`src/rtl/latch_edge_capture.sv`:
```
// latch_edge_capture: synchronizes and debounces an async level, flags edges, counts them and queues one event.
// Optional LATCH_EDGE_CAPTURE_TS_EN adds a 16-bit cycle timestamp (evt_ts) to each loaded event.
module latch_edge_capture #(
    parameter int SYNC_STAGES = 2,
    parameter int DEBOUNCE    = 4,
    parameter int CNT_W       = 8
) (
    input  logic             clk,
    input  logic             rst,
    input  logic             d_in,
    input  logic             clr_count,
    input  logic             evt_ready,
    output logic             level_out,
    output logic             rise_pulse,
    output logic             fall_pulse,
    output logic [CNT_W-1:0] edge_count,
    output logic             evt_valid,
    output logic             evt_type,
`ifdef LATCH_EDGE_CAPTURE_TS_EN
    output logic [15:0]      evt_ts,
`endif
    output logic             overflow
);
    localparam int DW = $clog2(DEBOUNCE + 1);
    localparam logic [0:0] STABLE = 1'b0;
    localparam logic [0:0] CHECK  = 1'b1;

    logic [SYNC_STAGES-1:0] sync;
    logic [0:0]             state, nstate;
    logic [DW-1:0]          cnt, ncnt;
    logic                   s, diff, accept, load;

    assign s = sync[SYNC_STAGES-1];

    // Any mismatch that is not yet accepted keeps (or starts) the run in CHECK.
    always_comb begin
        diff   = s != level_out;
        accept = diff && ((state == CHECK) ? (cnt == DW'(DEBOUNCE - 1)) : (DEBOUNCE == 1));
        nstate = (diff && !accept) ? CHECK : STABLE;
        ncnt   = (diff && !accept) ? cnt + DW'(1) : '0;
        load   = accept && (!evt_valid || evt_ready);
    end

    always_ff @(posedge clk or posedge rst) begin
        if (rst) begin
            sync       <= '0;
            state      <= STABLE;
            cnt        <= '0;
            level_out  <= 1'b0;
            rise_pulse <= 1'b0;
            fall_pulse <= 1'b0;
            edge_count <= '0;
            evt_valid  <= 1'b0;
            evt_type   <= 1'b0;
            overflow   <= 1'b0;
        end else begin
            sync       <= {sync[SYNC_STAGES-2:0], d_in};
            state      <= nstate;
            cnt        <= ncnt;
            level_out  <= level_out ^ accept;
            rise_pulse <= accept & ~level_out;
            fall_pulse <= accept & level_out;
            edge_count <= clr_count ? '0 : edge_count + CNT_W'(accept);
            evt_valid  <= load | (evt_valid & ~evt_ready);
            overflow   <= overflow | (accept & evt_valid & ~evt_ready);
            if (load) evt_type <= ~level_out;
        end
    end

`ifdef LATCH_EDGE_CAPTURE_TS_EN
    logic [15:0] ts_cnt;

    always_ff @(posedge clk or posedge rst) begin
        if (rst) begin
            ts_cnt <= '0;
            evt_ts <= '0;
        end else begin
            ts_cnt <= ts_cnt + 16'd1;
            if (load) evt_ts <= ts_cnt;
        end
    end
`endif
endmodule

```
`config.mk`:
```
export PLATFORM = sky130hd
export DESIGN_NAME = latch_edge_capture
export DESIGN_NICKNAME = d
export VERILOG_FILES = /design/src/rtl/latch_edge_capture.sv
export SDC_FILE = /design/constraint.sdc
export NUM_CORES = 1
export LEC_CHECK = 0
export ABC_AREA = 1
export CELL_PAD_IN_SITES_DETAIL_PLACEMENT = 1
export CELL_PAD_IN_SITES_GLOBAL_PLACEMENT = 2
export CORE_ASPECT_RATIO = 1.1
export CORE_MARGIN = 1.5
export CORE_UTILIZATION = 26
export DETAILED_ROUTE_END_ITERATION = 16
export GPL_ROUTABILITY_DRIVEN = 0
export PLACE_DENSITY_LB_ADDON = 0.15
export SYNTH_ARGS = -nofsm -noshare
export SYNTH_HDL_FRONTEND = slang
export SYNTH_SLANG_ARGS = --single-unit
```
`constraint.sdc`:
```
create_clock -name clk -period 1.78 [get_ports clk]
set_input_delay 0.445 -clock clk [delete_from_list [all_inputs] [get_ports clk]]
set_output_delay 0.445 -clock clk [all_outputs]
set_load 0.02 [all_outputs]
```
## Word-level counts from Yosys, hierarchy flattened

Cells that the tools add are included.

- Flip-flop bits (word level): 20
- Input bits: 5
- Logic and storage cells: 34

- $add $sub $neg: 2
- Eq/ne operators: 2
- Mux-type cells: 4
- Bitwise operators: 10
- Reduce and logical (&&, ||, !) cells: 6

Operators by type and width:

| cell | number |
|---|---|
| 8-bit by 1-bit adder with 8-bit output | 1 |
| 8-bit two-way mux | 1 |
| 1-bit AND | 5 |
| 3-bit by 1-bit adder with 3-bit output, second input constant | 1 |
| 3-bit by 2-bit == test with 1-bit output, second input constant | 1 |
| 1-bit logical AND | 3 |
| 3-bit two-way mux | 1 |
| 1-bit zero test | 2 |
| 1-bit two-way mux | 2 |
| 1-bit NOT | 2 |
| 1-bit OR | 2 |
| 1-bit logical OR | 1 |
| 1-bit inequality test | 1 |
| 1-bit bitwise XOR | 1 |

## Depth between registers and ports, before layout

Gate-level depths: netlist (run 1).

- Depth in word-level cells: 6
- Mapped depth: 13
- Gate-level depth less buffers: 13

## Worst setup path before layout (run 1)

OpenSTA, ideal clock, no wires.

- Path type: register -> register
- Start point: register cnt[0]
- End point: register edge_count[4]
- Data arrival time: 1.713 ns
- Data required time: 1.661 ns
- Slack: -0.051 ns
- Stages on the path, launching flop included: 12
- Path buffers: 0
- Cell sequence: dfrtp_1 > ha_1 > ha_1 > nand2_1 > inv_1 > nand2_1 > inv_1 > ha_1 > ha_1 > nand2_2 > nor2_1 > o21a_1

- Longest elaborated chain between the ends: 5

Ends and longest elaborated chain:

| item | RTL line | RTL |
|---|---|---|
| start, declared | 30 | `logic [DW-1:0] cnt, ncnt;` |
| start signal, assigned | 59 | `cnt <= ncnt;` |
| 3-bit by 2-bit == test with 1-bit output | 38 | `accept = diff && ((state == CHECK) ? (cnt == DW'(DEBOUNCE - 1)) : (DEBOUNCE == 1));` |
| 1-bit two-way mux | 38 |  |
| 1-bit logical AND | 38 |  |
| 8-bit by 1-bit adder with 8-bit output | 63 | `edge_count <= clr_count ? '0 : edge_count + CNT_W'(accept);` |
| 8-bit two-way mux | 63 |  |
| end signal, assigned | 63 |  |
| end, declared | 16 | `output logic [CNT_W-1:0] edge_count,` |

No other way between the ends.
A chain may end at the register's enable or synchronous reset.

## Worst setup path in the final report (run 1)

- Start point: register evt_valid
- End point: output port evt_valid

RTL lines:

| item | RTL line | RTL |
|---|---|---|
| start, declared | 17 | `output logic evt_valid,` |
| start signal, assigned | 64 | `evt_valid <= load \| (evt_valid & ~evt_ready);` |

No word-level cell between the ends.

==> results.py, run 1 <==
metrics = {
    "critical_path": {
        "cp.buffers_inverters": 1,
        "worstPathRequired_ns": 1.33,
        "criticalPathCategory": "reg -> out",
        "crit_fanout": 2,
        "cpLargestDelayFamily": "buffers and inverters",
        "ff2ff_path_depth": 12,
        "critical_path.max_stage_delay_ns": 0.60,
        "critical_path.startpoint_type": "flip-flop",
        "crit_path_top_delay_cell": "sky130_fd_sc_hd__clkdlybuf4s50_1",
        "worst_setup_path_end_kind": "output port",
        "timing.critical_path.cells": "clkdlybuf4s50_1",
        "crit_cells": 1,
        "crit_arrival_ns": 1.27,
    },
    "cells_and_area": {
        "drive_above_1_share": 0.226,
        "area_delta_synth_final_pct": 44.6,
        "ff_latch_area_sq_um": 500,
        "final_design_area_no_fill_sq_um": 1200,
        "multiInputGateArea_sq_um": 340,
        "fin_cells": 149,
        "nNetsFinal": 125,
        "postLayoutCoreUtil": 0.395,
        "antennaDiodeCount": 0,
        "fillers": 365,
    },
    "synthesis": {
        "synth.most_common_cell": "sky130_fd_sc_hd__dfrtp_1",
        "netlist_instances": 89,
        "synth_area_leader_cell": "sky130_fd_sc_hd__dfrtp_1",
        "ys_top_cells_by_count": "20 x sky130_fd_sc_hd__dfrtp_1, 19 x sky130_fd_sc_hd__nand2_1, 15 x sky130_fd_sc_hd__inv_1, 14 x sky130_fd_sc_hd__nor2_1",
        "synth_seq_cells": 20,
        "netlist_area_sq_um": 833,
        "most_instantiated_flip_flop_cell_in_the_synthesis_netlist": "sky130_fd_sc_hd__dfrtp_1",
        "number_of_warnings_printed_during_yosys_synthesis": 0,
        "synth_top_cells_by_area": "sky130_fd_sc_hd__dfrtp_1 60%, sky130_fd_sc_hd__nand2_1 8.6%, sky130_fd_sc_hd__inv_1 6.8%",
        "synth_edf_count": 0,
        "synth_cell_types": 13,
        "synth_async_sr_flop_share": 1.00,
        "synth.yosys.seq_area_share": 0.601,
        "post-synth-top-area-fraction": 0.601,
        "synth_area_per_cell_sq_um": 9.36,
        "syn_nets": 98,
    },
    "grt": {
        "global_route.usage.met3": 0.0207,
        "grt_first_pass_wirelength_um": 3010,
        "vias_in_the_first_global_route": 676,
        "globalRoute.totalOverflow": 0,
        "grt.busiest_layer": "met2",
        "use_met2": 0.158,
        "grtUsageTotal": 0.107,
        "grt_max_degree": 21,
        "grt_antenna_before_repair": 0,
        "gr-usage-met1": 0.149,
    },
    "floorplan": {
        "vertical_die_dimension_um": 62.4,
        "ioPinCount": 19,
        "floorplan.die_area_sq_um": 3550,
        "core_region_area_sq_um": 3050,
        "initial_utilization": 0.273,
        "num_rows": 21,
        "chipWidth_um": 57.0,
    },
    "route": {
        "drt_pass1_iterations": 2,
        "drt_first_iter_violations": 3,
        "ant_nets": 0,
        "routed_wl_um": 1590,
        "routed_wire_length_per_instance_um": 10.7,
        "routed-via-count": 639,
        "drc": 0,
        "vias_per_cell": 4.29,
    },
    "clock_network": {
        "clkLatencyLatePin_ns": 0.30,
        "clock_tree.htree_level_count": 1,
        "cts_root_buf": "sky130_fd_sc_hd__clkbuf_4",
        "cts_inserted_buffers": 3,
        "clk_transition_reported_paths_ns": 0.13,
        "cts_hold_buffers": 0,
        "tritoncts": "built",
        "cts_num_sinks": 20,
        "ctsLongestPathBuffers": 2,
    },
    "timing": {
        "final_min_period_over_clock_period": 0.964,
        "final.setup.worst_slack_ns": 0.0641,
        "final_max_slew_viol_count": 0,
        "final-hold-violation-count": 0,
        "hold-worst-slack_ns": 0.360,
        "timing.slew.headroom": 0.827,
        "final_min_period_ns": 1.72,
        "setup_total_negative_slack_ns": 0,
        "worst_margin_pin_slew_ns": 0.260,
        "clock-skew-final_ns": 0.00621,
        "max_freq_mhz": 583,
        "timing.final.setup_violations": 0,
        "rsz0062_at_grt": "true",
    },
    "power_and_ir_drop": {
        "power.share.switching": 0.274,
        "seq_power_share": 0.474,
        "power.net_switching_mw": 0.319,
        "cellLeakagePower_nw": 0.664,
        "irDropWorstVdd_mv": 0.469,
        "logic_pwr_share": 0.200,
        "totalPowerFinal_mw": 1.17,
        "power.clock.fraction": 0.326,
        "power.density_nw_per_um2": 967,
        "power_report.internal_total_mw": 0.846,
    },
    "place": {
        "portBuffers": 18,
        "placement.cell_area_sq_um": 1090,
        "placed_cells_incl_taps": 145,
        "placement.setup.worst_slack_ns": 0.0147,
        "hpwlAfterDp_um": 1180,
    },
    "flow_run": {
        "cap_violations": 0,
    },
    "worst_hold_path": {
        "min_delay_path_depth": 0,
        "min-delay-path-class": "reg -> reg",
    },
    "status": {
        "result_of_the_run": "completed",
    },
}
## cells in the final DEF (no fill, tap or decap), drive strengths merged
| master | instances |
|---|---|
| o21ai | 3 |
| o21a | 1 |
| dlymetal6s2s | 4 |
| nand3 | 3 |
| inv | 15 |
| bufinv | 1 |
| buf | 4 |
| dlygate4sd2 | 6 |
| dfrtp | 20 |
| clkbuf | 3 |
| nor2 | 18 |
| o21bai | 1 |
| a21oi | 3 |
| clkdlybuf4s50 | 8 |
| nand2 | 21 |
| ha | 4 |
## logic make-up after synthesis
| family | Yosys count | synth area share |
|---|---|---|
| flip-flops | 20 | 0.601 |
| buffers and inverters | 15 | 0.0676 |
| AND/OR/NAND/NOR | 42 | 0.218 |
| adder cells (fa/ha/maj) | 4 | 0.0601 |
| AO/OA/AOI/OAI | 8 | 0.0541 |
## power groups by stage
stage / Combinational (mW) / Clock (mW) / Sequential, mW
3_5_place_dp: 0.238 / 0 / 0.564
4_1_cts: 0.236 / 0.390 / 0.554
2_1_floorplan: 0.106 / 0 / 0.590
5_1_grt: 0.272 / 0.406 / 0.563
6_report: 0.234 / 0.380 / 0.552
3_3_place_gp: 0.232 / 0 / 0.557
## what timing repair did
item / CTS / global route
endpoints found under the setup margin: 8 / 9
setup buffers: 0 / 0
pin swaps: 1 / 5
gates resized for setup: 8 / 16
endpoints found under the hold margin: 0 / 0
gates cloned: 0 / 0
## per-layer routing
metal / vias up / routed length [um]
met5: - / 0
met4: 0 / 19
met3: 2 / 70
met2: 12 / 742
met1: 304 / 763
li1: 321 / -
## worst paths after layout
path | start | slack (ns) | to
min in group asynchronous | rst | 0.44 | edge_count[3]$_DFF_PP0_
max in group asynchronous | rst | 1.12 | fall_pulse$_DFF_PP0_
worst max-delay path | evt_valid$_DFF_PP0_ | 0.06 | evt_valid
worst max register to register | cnt[0]$_DFF_PP0_ | 0.12 | edge_count[4]$_DFF_PP0_
worst min-delay path | sync[0]$_DFF_PP0_ | 0.36 | sync[1]$_DFF_PP0_
worst min register to register | sync[0]$_DFF_PP0_ | 0.36 | sync[1]$_DFF_PP0_
## state kept, by name, indices dropped and copies added (netlist names), named ones only
| name | count |
|---|---|
| evt_type | 1 |
| sync | 2 |
| overflow | 1 |
| evt_valid | 1 |
| fall_pulse | 1 |
| edge_count | 8 |
| state | 1 |
| cnt | 3 |
| rise_pulse | 1 |
## cell type report
class,count,area share
inverters,15,0.0467
flip-flops and latches,20,0.415
repair buffers,22,0.177
multi-input cells,54,0.282
clock buffers,3,0.0187
clock inverters,1,0.0249
well taps,34,0.0353
(Power assumes the default switching activity.)
==> run 2, diff against run 1 <==
--- a/config.mk
+++ b/config.mk
@@ -13,6 +13,8 @@
 export CORE_UTILIZATION = 26
 export DETAILED_ROUTE_END_ITERATION = 16
 export GPL_ROUTABILITY_DRIVEN = 0
+export GPL_TIMING_DRIVEN = 0
+export MAX_ROUTING_LAYER = met4
 export PLACE_DENSITY_LB_ADDON = 0.15
 export SYNTH_ARGS = -nofsm -noshare
 export SYNTH_HDL_FRONTEND = slang
==> run 2 against run 1 <==
  * Register-to-register slack got worse by 0.03 ns
  * Clock-buffer cell count did not move
  * First-iteration DRC count rose to 3.3 times the previous value
  * Core utilization did not move
  * Power rose by 3.9%
  * Sequential share of layout area did not move
  * Design area did not move
  * Clock skew rose by 0.00095 ns
  * Wire length rose by 5.7%
  * Critical endpoint is now edge_count[6]$_DFF_PP0_
  * Largest power group unchanged
==> results.py, run 2 (synthesis gave the netlist of run 1 again) <==
metrics = {
    "power_and_ir_drop": {
        "logic_pwr_share": 0.231,
        "power.net_switching_mw": 0.334,
        "power.share.switching": 0.276,
        "power.density_nw_per_um2": 1000,
        "totalPowerFinal_mw": 1.21,
        "cellLeakagePower_nw": 0.701,
        "power_report.internal_total_mw": 0.876,
        "seq_power_share": 0.459,
        "power.clock.fraction": 0.310,
        "irDropWorstVdd_mv": 0.483,
    },
    "clock_network": {
        "cts_num_sinks": 20,
        "clk_transition_reported_paths_ns": 0.12,
        "clock_tree.htree_level_count": 1,
        "tritoncts": "built",
        "cts_inserted_buffers": 3,
        "cts_root_buf": "sky130_fd_sc_hd__clkbuf_4",
        "clkLatencyLatePin_ns": 0.30,
        "ctsLongestPathBuffers": 2,
    },
    "flow_run": {
        "cap_violations": 0,
    },
    "route": {
        "vias_per_cell": 4.39,
        "routed_wire_length_per_instance_um": 11.2,
        "drc": 0,
        "routed-via-count": 659,
        "drt_first_iter_violations": 10,
        "routed_wl_um": 1690,
        "drt_pass1_iterations": 3,
        "ant_nets": 0,
    },
    "timing": {
        "clock-skew-final_ns": 0.00716,
        "final_min_period_over_clock_period": 0.952,
        "final-hold-violation-count": 0,
        "final_max_slew_viol_count": 0,
        "timing.slew.headroom": 0.471,
        "hold-worst-slack_ns": 0.365,
        "max_freq_mhz": 590,
        "timing.final.setup_violations": 0,
        "final_min_period_ns": 1.69,
        "final.setup.worst_slack_ns": 0.0856,
        "worst_margin_pin_slew_ns": 0.793,
        "setup_total_negative_slack_ns": 0,
        "rsz0062_at_grt": "true",
    },
    "floorplan": {
        "ioPinCount": 19,
        "floorplan.die_area_sq_um": 3550,
        "vertical_die_dimension_um": 62.4,
        "chipWidth_um": 57.0,
        "initial_utilization": 0.273,
        "core_region_area_sq_um": 3050,
        "num_rows": 21,
    },
    "critical_path": {
        "ff2ff_path_depth": 12,
        "crit_fanout": 3,
        "worstPathRequired_ns": 1.98,
        "critical_path.startpoint_type": "flip-flop",
        "worst_setup_path_end_kind": "flip-flop",
        "criticalPathCategory": "reg -> reg",
        "crit_arrival_ns": 1.90,
    },
    "cells_and_area": {
        "drive_above_1_share": 0.216,
        "fin_cells": 150,
        "most_frequent_standard_cell_in_the_layout_excluding_fill_and_tap_cells": "sky130_fd_sc_hd__dfrtp_1",
        "largest_register": "edge_count",
        "antennaDiodeCount": 0,
        "layout.cells.most_common_list": "20 x sky130_fd_sc_hd__dfrtp_1, 17 x sky130_fd_sc_hd__nand2_1, 14 x sky130_fd_sc_hd__nor2_1, 12 x sky130_fd_sc_hd__inv_1, 7 x sky130_fd_sc_hd__dlygate4sd2_1",
        "nNetsFinal": 126,
        "final_design_area_no_fill_sq_um": 1200,
        "area_delta_synth_final_pct": 44.6,
        "reg.largest.list": "edge_count x8, cnt x3, sync x2",
        "fillers": 353,
        "largest_reg_flops": 8,
        "postLayoutCoreUtil": 0.395,
    },
    "grt": {
        "grt_antenna_before_repair": 0,
        "grt_first_pass_wirelength_um": 3080,
        "grtUsageTotal": 0.115,
        "grt_max_degree": 21,
        "globalRoute.totalOverflow": 0,
        "vias_in_the_first_global_route": 718,
    },
    "place": {
        "placement.setup.worst_slack_ns": -0.134,
        "hpwlAfterDp_um": 1180,
        "placement.cell_area_sq_um": 1060,
        "portBuffers": 18,
        "placed_cells_incl_taps": 141,
    },
    "worst_hold_path": {
        "min_delay_path_depth": 0,
        "min-delay-path-class": "reg -> reg",
    },
    "status": {
        "result_of_the_run": "completed",
    },
}
## run 2: layout make-up
type / count / area [sq um] / share of cell area
clock buffers: 3 / 22.5 / 0.0187
clock inverters: 1 / 30.0 / 0.0249
inverters: 15 / 56.3 / 0.0467
multi-input cells: 54 / 332 / 0.275
flip-flops and latches: 20 / 500 / 0.415
well taps: 34 / 42.5 / 0.0353
repair buffers: 23 / 221 / 0.184
## run 2: metal layers
metal | GRT usage | vias up | part of all wire
met5 | - | - | 0
met3 | 0.0207 | 2 | 0.042
met1 | 0.144 | 322 | 0.47
met4 | 0.0610 | 0 | 0.013
met2 | 0.177 | 12 | 0.48
li1 | - | 323 | -
## run 2: power groups by stage
stage | combinational, mW | clock, mW | sequential [mW]
after floorplan | 0.106 | 0 | 0.590
after global placement | 0.224 | 0 | 0.558
after detailed placement | 0.233 | 0 | 0.563
after CTS | 0.250 | 0.393 | 0.554
after global routing | 0.318 | 0.415 | 0.565
final | 0.280 | 0.375 | 0.555
## run 2: path summary, 6_finish.rpt
path	from	to	slack (ns)
hold / removal	sync[0]$_DFF_PP0_	sync[1]$_DFF_PP0_	0.36
min in group asynchronous	rst	cnt[1]$_DFF_PP0_	0.58
hold reg to reg	sync[0]$_DFF_PP0_	sync[1]$_DFF_PP0_	0.36
max in group asynchronous	rst	edge_count[7]$_DFF_PP0_	0.70
setup / recovery	cnt[0]$_DFF_PP0_	edge_count[6]$_DFF_PP0_	0.09
setup reg to reg	cnt[0]$_DFF_PP0_	edge_count[6]$_DFF_PP0_	0.09
## run 2: timing repair
item	in CTS	in global routing
cloned	0	0
pin swaps	2	4
hold buffers	0	0
setup endpoints to repair	10	10
gates resized for setup	11	12
buffers inserted	2	3
## run 2: critical path, cell delays in order (launching register included)
cell and delay (ns):
sky130_fd_sc_hd__dfrtp_1 0.40, sky130_fd_sc_hd__ha_2 0.19, sky130_fd_sc_hd__ha_4 0.16, sky130_fd_sc_hd__nand2_4 0.06, sky130_fd_sc_hd__inv_2 0.04, sky130_fd_sc_hd__nand2_2 0.08
sky130_fd_sc_hd__inv_2 0.05, sky130_fd_sc_hd__ha_4 0.17, sky130_fd_sc_hd__ha_4 0.16, sky130_fd_sc_hd__nand2_4 0.08, sky130_fd_sc_hd__nor2_2 0.04, sky130_fd_sc_hd__a21oi_1 0.12
sky130_fd_sc_hd__nor2_1 0.05
